[src/rtl/multicycle_control.sv]
// Moore control FSM for the 32-bit multicycle MIPS datapath: HALT on illegal encodings, retired-instruction counter.
// Optional feature: define OVERFLOW_TRAP_EN to send overflowing add/sub/addi to HALT instead of write-back.

module multicycle_control #(
  parameter int COUNT_W = 32
) (
  input  logic               clk,
  input  logic               rst,
  input  logic [5:0]         opcode,
  input  logic [5:0]         funct,
  input  logic               overflow,
  output logic [1:0]         PCSource,
  output logic [1:0]         ALUSrcB,
  output logic               ALUSrcA,
  output logic               RegWrite,
  output logic               RegDst,
  output logic               PCWriteCond,
  output logic               PCWrite,
  output logic               IorD,
  output logic               MemRead,
  output logic               MemWrite,
  output logic               MemToReg,
  output logic               IRWrite,
  output logic [2:0]         ALUControl,
  output logic               halted,
  output logic [COUNT_W-1:0] instret
);

  localparam logic [5:0] OP_RTYPE = 6'b000000;
  localparam logic [5:0] OP_LW    = 6'b100011;
  localparam logic [5:0] OP_SW    = 6'b101011;
  localparam logic [5:0] OP_BEQ   = 6'b000100;
  localparam logic [5:0] OP_ADDI  = 6'b001000;
  localparam logic [5:0] OP_J     = 6'b000010;

  localparam logic [5:0] FN_ADD = 6'b100000;
  localparam logic [5:0] FN_SUB = 6'b100010;
  localparam logic [5:0] FN_AND = 6'b100100;
  localparam logic [5:0] FN_OR  = 6'b100101;
  localparam logic [5:0] FN_SLT = 6'b101010;

  localparam logic [2:0] ALU_ADD = 3'b010;
  localparam logic [2:0] ALU_SUB = 3'b110;
  localparam logic [2:0] ALU_AND = 3'b000;
  localparam logic [2:0] ALU_OR  = 3'b001;
  localparam logic [2:0] ALU_SLT = 3'b111;

  typedef enum logic [3:0] {
    FETCH   = 4'd0,
    DECODE  = 4'd1,
    MEMADR  = 4'd2,
    MEMRD   = 4'd3,
    MEMWB   = 4'd4,
    MEMWR   = 4'd5,
    EXECUTE = 4'd6,
    ALUWB   = 4'd7,
    BRANCH  = 4'd8,
    ADDIEX  = 4'd9,
    ADDIWB  = 4'd10,
    JUMP    = 4'd11,
    HALT    = 4'd12
  } state_t;

  typedef struct packed {
    logic [1:0] pcsource;
    logic [1:0] alusrcb;
    logic       alusrca;
    logic       regwrite;
    logic       regdst;
    logic       pcwritecond;
    logic       pcwrite;
    logic       iord;
    logic       memread;
    logic       memwrite;
    logic       memtoreg;
    logic       irwrite;
    logic [2:0] alucontrol;
    logic       halted;
  } ctrl_t;

  localparam ctrl_t FETCH_CTRL = '{
    pcsource: 2'b00, alusrcb: 2'b01, alusrca: 1'b0, regwrite: 1'b0,
    regdst: 1'b0, pcwritecond: 1'b0, pcwrite: 1'b1, iord: 1'b0,
    memread: 1'b1, memwrite: 1'b0, memtoreg: 1'b0, irwrite: 1'b1,
    alucontrol: ALU_ADD, halted: 1'b0
  };

  state_t       state;
  state_t       nxt;
  ctrl_t        ctrl;
  logic         funct_legal;
  logic [2:0]   funct_alu;
  logic         arith_trap;
  logic         addi_trap;
  logic         retire;

  // R-type funct decode shared by the next-state logic and the EXECUTE outputs
  always_comb begin
    funct_legal = 1'b1;
    funct_alu   = ALU_ADD;
    case (funct)
      FN_ADD:  funct_alu = ALU_ADD;
      FN_SUB:  funct_alu = ALU_SUB;
      FN_AND:  funct_alu = ALU_AND;
      FN_OR:   funct_alu = ALU_OR;
      FN_SLT:  funct_alu = ALU_SLT;
      default: funct_legal = 1'b0;
    endcase
  end

`ifdef OVERFLOW_TRAP_EN
  assign arith_trap = overflow && ((funct == FN_ADD) || (funct == FN_SUB));
  assign addi_trap  = overflow;
`else
  logic unused_overflow;
  assign unused_overflow = overflow;
  assign arith_trap      = 1'b0;
  assign addi_trap       = 1'b0;
`endif

  always_comb begin
    nxt = HALT;
    case (state)
      FETCH: nxt = DECODE;
      DECODE: begin
        case (opcode)
          OP_RTYPE:     nxt = EXECUTE;
          OP_LW, OP_SW: nxt = MEMADR;
          OP_BEQ:       nxt = BRANCH;
          OP_ADDI:      nxt = ADDIEX;
          OP_J:         nxt = JUMP;
          default:      nxt = HALT;
        endcase
      end
      MEMADR: begin
        if (opcode == OP_LW)      nxt = MEMRD;
        else if (opcode == OP_SW) nxt = MEMWR;
        else                      nxt = HALT;
      end
      MEMRD:   nxt = MEMWB;
      MEMWB:   nxt = FETCH;
      MEMWR:   nxt = FETCH;
      EXECUTE: nxt = (funct_legal && !arith_trap) ? ALUWB : HALT;
      ALUWB:   nxt = FETCH;
      BRANCH:  nxt = FETCH;
      ADDIEX:  nxt = addi_trap ? HALT : ADDIWB;
      ADDIWB:  nxt = FETCH;
      JUMP:    nxt = FETCH;
      HALT:    nxt = HALT;
      default: nxt = HALT;
    endcase
  end

  // Only terminal states ever move to FETCH, so this is exactly "an instruction retired"
  assign retire = (nxt == FETCH) && (state != FETCH);

  function automatic ctrl_t decode_ctrl(input state_t s, input logic [2:0] alu_r);
    ctrl_t c;
    c            = '0;
    c.alucontrol = ALU_ADD;
    case (s)
      FETCH:   c = FETCH_CTRL;
      DECODE:  c.alusrcb = 2'b11;
      MEMADR:  begin c.alusrca = 1'b1; c.alusrcb = 2'b10; end
      MEMRD:   begin c.iord = 1'b1; c.memread = 1'b1; end
      MEMWB:   begin c.memtoreg = 1'b1; c.regwrite = 1'b1; end
      MEMWR:   begin c.iord = 1'b1; c.memwrite = 1'b1; end
      EXECUTE: begin c.alusrca = 1'b1; c.alusrcb = 2'b00; c.alucontrol = alu_r; end
      ALUWB:   begin c.regdst = 1'b1; c.regwrite = 1'b1; end
      BRANCH: begin
        c.alusrca     = 1'b1;
        c.alucontrol  = ALU_SUB;
        c.pcsource    = 2'b01;
        c.pcwritecond = 1'b1;
      end
      ADDIEX:  begin c.alusrca = 1'b1; c.alusrcb = 2'b10; end
      ADDIWB:  c.regwrite = 1'b1;
      JUMP:    begin c.pcsource = 2'b10; c.pcwrite = 1'b1; end
      HALT:    c.halted = 1'b1;
      default: c.halted = 1'b1;
    endcase
    return c;
  endfunction

  // Outputs are registered from the next state so they line up with the state they describe
  always_ff @(posedge clk or negedge rst) begin
    if (!rst) begin
      state   <= FETCH;
      ctrl    <= FETCH_CTRL;
      instret <= '0;
    end else begin
      state <= nxt;
      ctrl  <= decode_ctrl(nxt, funct_alu);
      if (retire) instret <= instret + COUNT_W'(1);
    end
  end

  assign PCSource    = ctrl.pcsource;
  assign ALUSrcB     = ctrl.alusrcb;
  assign ALUSrcA     = ctrl.alusrca;
  assign RegWrite    = ctrl.regwrite;
  assign RegDst      = ctrl.regdst;
  assign PCWriteCond = ctrl.pcwritecond;
  assign PCWrite     = ctrl.pcwrite;
  assign IorD        = ctrl.iord;
  assign MemRead     = ctrl.memread;
  assign MemWrite    = ctrl.memwrite;
  assign MemToReg    = ctrl.memtoreg;
  assign IRWrite     = ctrl.irwrite;
  assign ALUControl  = ctrl.alucontrol;
  assign halted      = ctrl.halted;

  a_reg_mem_exclusive: assert property (@(posedge clk) disable iff (!rst) !(RegWrite && MemWrite));
  a_pc_write_exclusive: assert property (@(posedge clk) disable iff (!rst) !(PCWrite && PCWriteCond));

endmodule

[config.mk]
export PLATFORM = sky130hd
export DESIGN_NAME = multicycle_control
export DESIGN_NICKNAME = d
export VERILOG_FILES = /design/src/rtl/multicycle_control.sv
export SDC_FILE = /design/constraint.sdc
export NUM_CORES = 1
export LEC_CHECK = 0
export ABC_CLOCK_PERIOD_IN_PS = 8500
export CAP_MARGIN = 20
export CORE_MARGIN = 5
export CORE_UTILIZATION = 50
export CTS_CLUSTER_DIAMETER = 60
export DETAILED_ROUTE_END_ITERATION = 8
export PLACE_DENSITY = 0.8
export SYNTH_ARGS = -nofsm -noshare
export SYNTH_HDL_FRONTEND = slang
export SYNTH_SLANG_ARGS = --single-unit
[constraint.sdc]
create_clock -name clk -period 8.5 [get_ports clk]
set_input_delay 1.7 -clock clk [delete_from_list [all_inputs] [get_ports clk]]
set_output_delay 1.7 -clock clk [all_outputs]
set_load 0.02 [all_outputs]
==> flow_summary.json <==
{
  "switching_power_mw": 0.323,
  "numPortBuffers": 63,
  "grt_usage_pct": 16.9,
  "io_pins": 65,
  "synth_edf_count": 0,
  "internal-power_mw": 0.511,
  "p_comb_share_pct": 41.9,
  "r2r_setup_slack_ns": 5.08,
  "r2r_cells": 8,
  "synth-compound-area-share_pct": 4.13,
  "final_nets": 314,
  "htreeDepth": 2,
  "total_leakage_power_nw": 1.48,
  "root_buffer": "clkbuf_8",
  "switching_share_pct": 38.7,
  "worstPathRequired_ns": 8.68,
  "hold-worst-slack_ns": 0.478,
  "synthArstFlopShare_pct": 100,
  "yosys.area_share.simple_pct": 27.9,
  "worstSetupEndpointType": "flip-flop",
  "hold_class": "flip-flop to flip-flop",
  "routedWlPerCell_um": 14.5,
  "synthToLayoutAreaGrowth_pct": 27.7,
  "setup_violations": 0,
  "fp-row-count": 26,
  "min_period_over_period_pct": 59.5,
  "drc": 0,
  "dp_hpwl_um": 4000,
  "drtIter0Drc": 135,
  "ant_nets": 0,
  "grt_overflow": 0,
  "vias": 1984,
  "cts_setup_buffers": 0,
  "yosysSeqAreaShare_pct": 51.2,
  "antenna_found_initial": 0,
  "rsz0062_at_grt": "false",
  "dr.pass1.iters": 4,
  "period_needed_ns": 5.06,
  "die_area_um2": 6750,
  "clock-sinks": 53,
  "final_hold_viol_count": 0,
  "setup_tns_ns": 0,
  "tightest_slew_ns": 0.810,
  "grt_pass1_vias": 1951,
  "relSlewSlack_pct": 45.6,
  "synthMuxAreaShare_pct": 1.20,
  "seqPwrFrac_pct": 41.0,
  "ctsHoldBuffers": 0,
  "worstPathMaxFanout": 20,
  "instances_no_fill": 369,
  "insertion_delay_ns": 0.30,
  "fillers": 444,
  "finalMaxSlewViolations": 0,
  "dp_cells": 361,
  "ir_drop_v": 0.000165,
  "power_density_nw_per_um2": 251,
  "grt_max_degree": 54,
  "synth_top_family_by_area": "simple AND/OR/NAND/NOR gates",
  "pre_cts_slack_ns": 3.13,
  "clk_pin_slew_ns": 0.10,
  "critPathLaunchType": "primary input",
  "path_class": "primary input to flip-flop",
  "die_h_um": 82.2,
  "cts_resized": 0,
  "globalplace.congestion": 0.855,
  "ys_ff_latch": 53,
  "cts-buffers-inserted": 5,
  "drive_gt1_share_pct": 11.0,
  "synth_fa_ha_area_share_pct": 0.481,
  "diodes": 0,
  "routed_wl_um": 5350,
  "synthXorXnorAreaFrac_pct": 10.8,
  "fin_total_pwr_mw": 0.834,
  "pwr-share-clk_pct": 17.0,
  "netlist_area_um2": 2600,
  "max-cap-violations": 0,
  "tritoncts": "built",
  "viasPerCell": 5.38,
  "synthFlopType": "dfrtp_1",
  "fp.dieW_um": 82.2,
  "syn_avg_cell_area_um2": 11.0,
  "grt_pass1_wl_um": 8860,
  "min_path_cells": 1,
  "start_util_pct": 51.3,
  "max_freq_mhz": 198,
  "syn-instance-count": 236,
  "critPathArrivalTime_ns": 5.24,
  "status": "finished, final reports clean",
  "fin_ws_ns": 3.44,
  "syn-num-nets": 252,
  "cts_buffer_depth": 2,
  "fin_skew_ns": 0.0112,
  "synth_cell_type_count": 53,
  "ys_warn_count": 0,
  "core_um2": 5070
}
==> cell usage after synthesis, types with 2 or more instances <==
master	number	area [um^2]
a211o_1	2	17.5
nand2b_1	2	12.5
mux2i_1	2	20.0
buf_2	2	10.0
nor2_1	11	41.3
buf_6	5	56.3
nand2_1	16	60.1
and3_1	10	62.6
or4_1	2	15.0
nor4_4	2	42.5
nor3_1	9	45.0
and2b_2	4	35.0
inv_1	4	15.0
or3_1	2	12.5
and2_1	2	12.5
nor4_1	5	31.3
dfrtp_1	48	1200
dfstp_2	5	131
xnor2_1	21	184
a211oi_1	2	15.0
nand3_1	18	90.1
and3_2	5	37.5
nor4b_1	2	17.5
xor2_1	11	96.3
a21oi_1	2	10.0
nand4_1	13	81.3
and4_1	3	26.3
==> metal layers <==
metal  GRT usage, %  wire, um  part of all wire, %
met5              0         0                    0
met1           21.5      2280                   43
met3           3.25       323                  6.0
met4           4.82        36                 0.67
met2           29.4      2710                   51
==> power groups by stage <==
| stage | Combinational, mW | Sequential [mW] | Clock, mW |
|---|---|---|---|
| 2_1_floorplan | 0.248 | 0.377 | 0 |
| 3_3_place_gp | 0.349 | 0.347 | 0 |
| 3_5_place_dp | 0.353 | 0.347 | 0 |
| 4_1_cts | 0.355 | 0.342 | 0.146 |
| 5_1_grt | 0.384 | 0.350 | 0.156 |
| 6_report | 0.350 | 0.342 | 0.142 |
==> metrics by stage <==
stage | util (%) | area [um^2]
after floorplan | - | 2600
after global placement | 63.7 | 3230
after detailed placement | 63.7 | 3230
after CTS | 65.5 | 3320
after global routing | 65.5 | 3320
final | 65.5 | 3320
==> worst max-delay path, cell delays in order <==
cell and delay [ns]:
clkdlybuf4s50_1 0.47, or4_4 0.57, a211o_1 0.31, a211o_1 0.37, or2_1 0.24, or3_1 0.61, inv_1 0.58, nand3_1 0.21
xnor2_1 0.17
==> cells in the final DEF, fill, tap and decap left out, drive strengths merged, types with 4 or more instances in the layout <==
cell type,n
and3,15
and2b,4
nor3,9
nor4,7
nand2,16
and2,4
xor2,11
dfstp,5
clkdlybuf4s50,62
clkbuf,8
dfrtp,48
nand4,13
xnor2,21
nor2,11
inv,4
nand3,19
==> state kept, by name (all words and copies together), names as in the netlist, 2 cells and up <==
name and flops:
ALUSrcB 2, ALUControl 3, PCSource 2, instret 32, state 4
==> final timing paths <==
path                                     to   startpoint
worst max-delay path            instret[24]    opcode[5]
worst min-delay path            instret[31]  instret[31]
worst max register to register  instret[24]     state[2]
worst min register to register  instret[31]  instret[31]
max in group asynchronous       instret[20]          rst
min in group asynchronous       instret[15]          rst
==> final cells by class <==
cell class	instances	area (um^2)	area share [%]
Sequential cell	53	1330	40.1
Multi-Input combinational cell	169	1160	34.9
Timing Repair Buffer	65	641	19.3
Clock buffer	8	90.1	2.71
Tap cell	70	87.6	2.63
Inverter	4	15.0	0.452
==> kinds of logic after synthesis <==
kind of cell / after synthesis
simple gates: 119
flops: 53
xor+xnor: 32
compound gates: 14
buf+inv: 14
mux: 3
fa+ha+maj: 1
(Power assumes the default switching activity.)
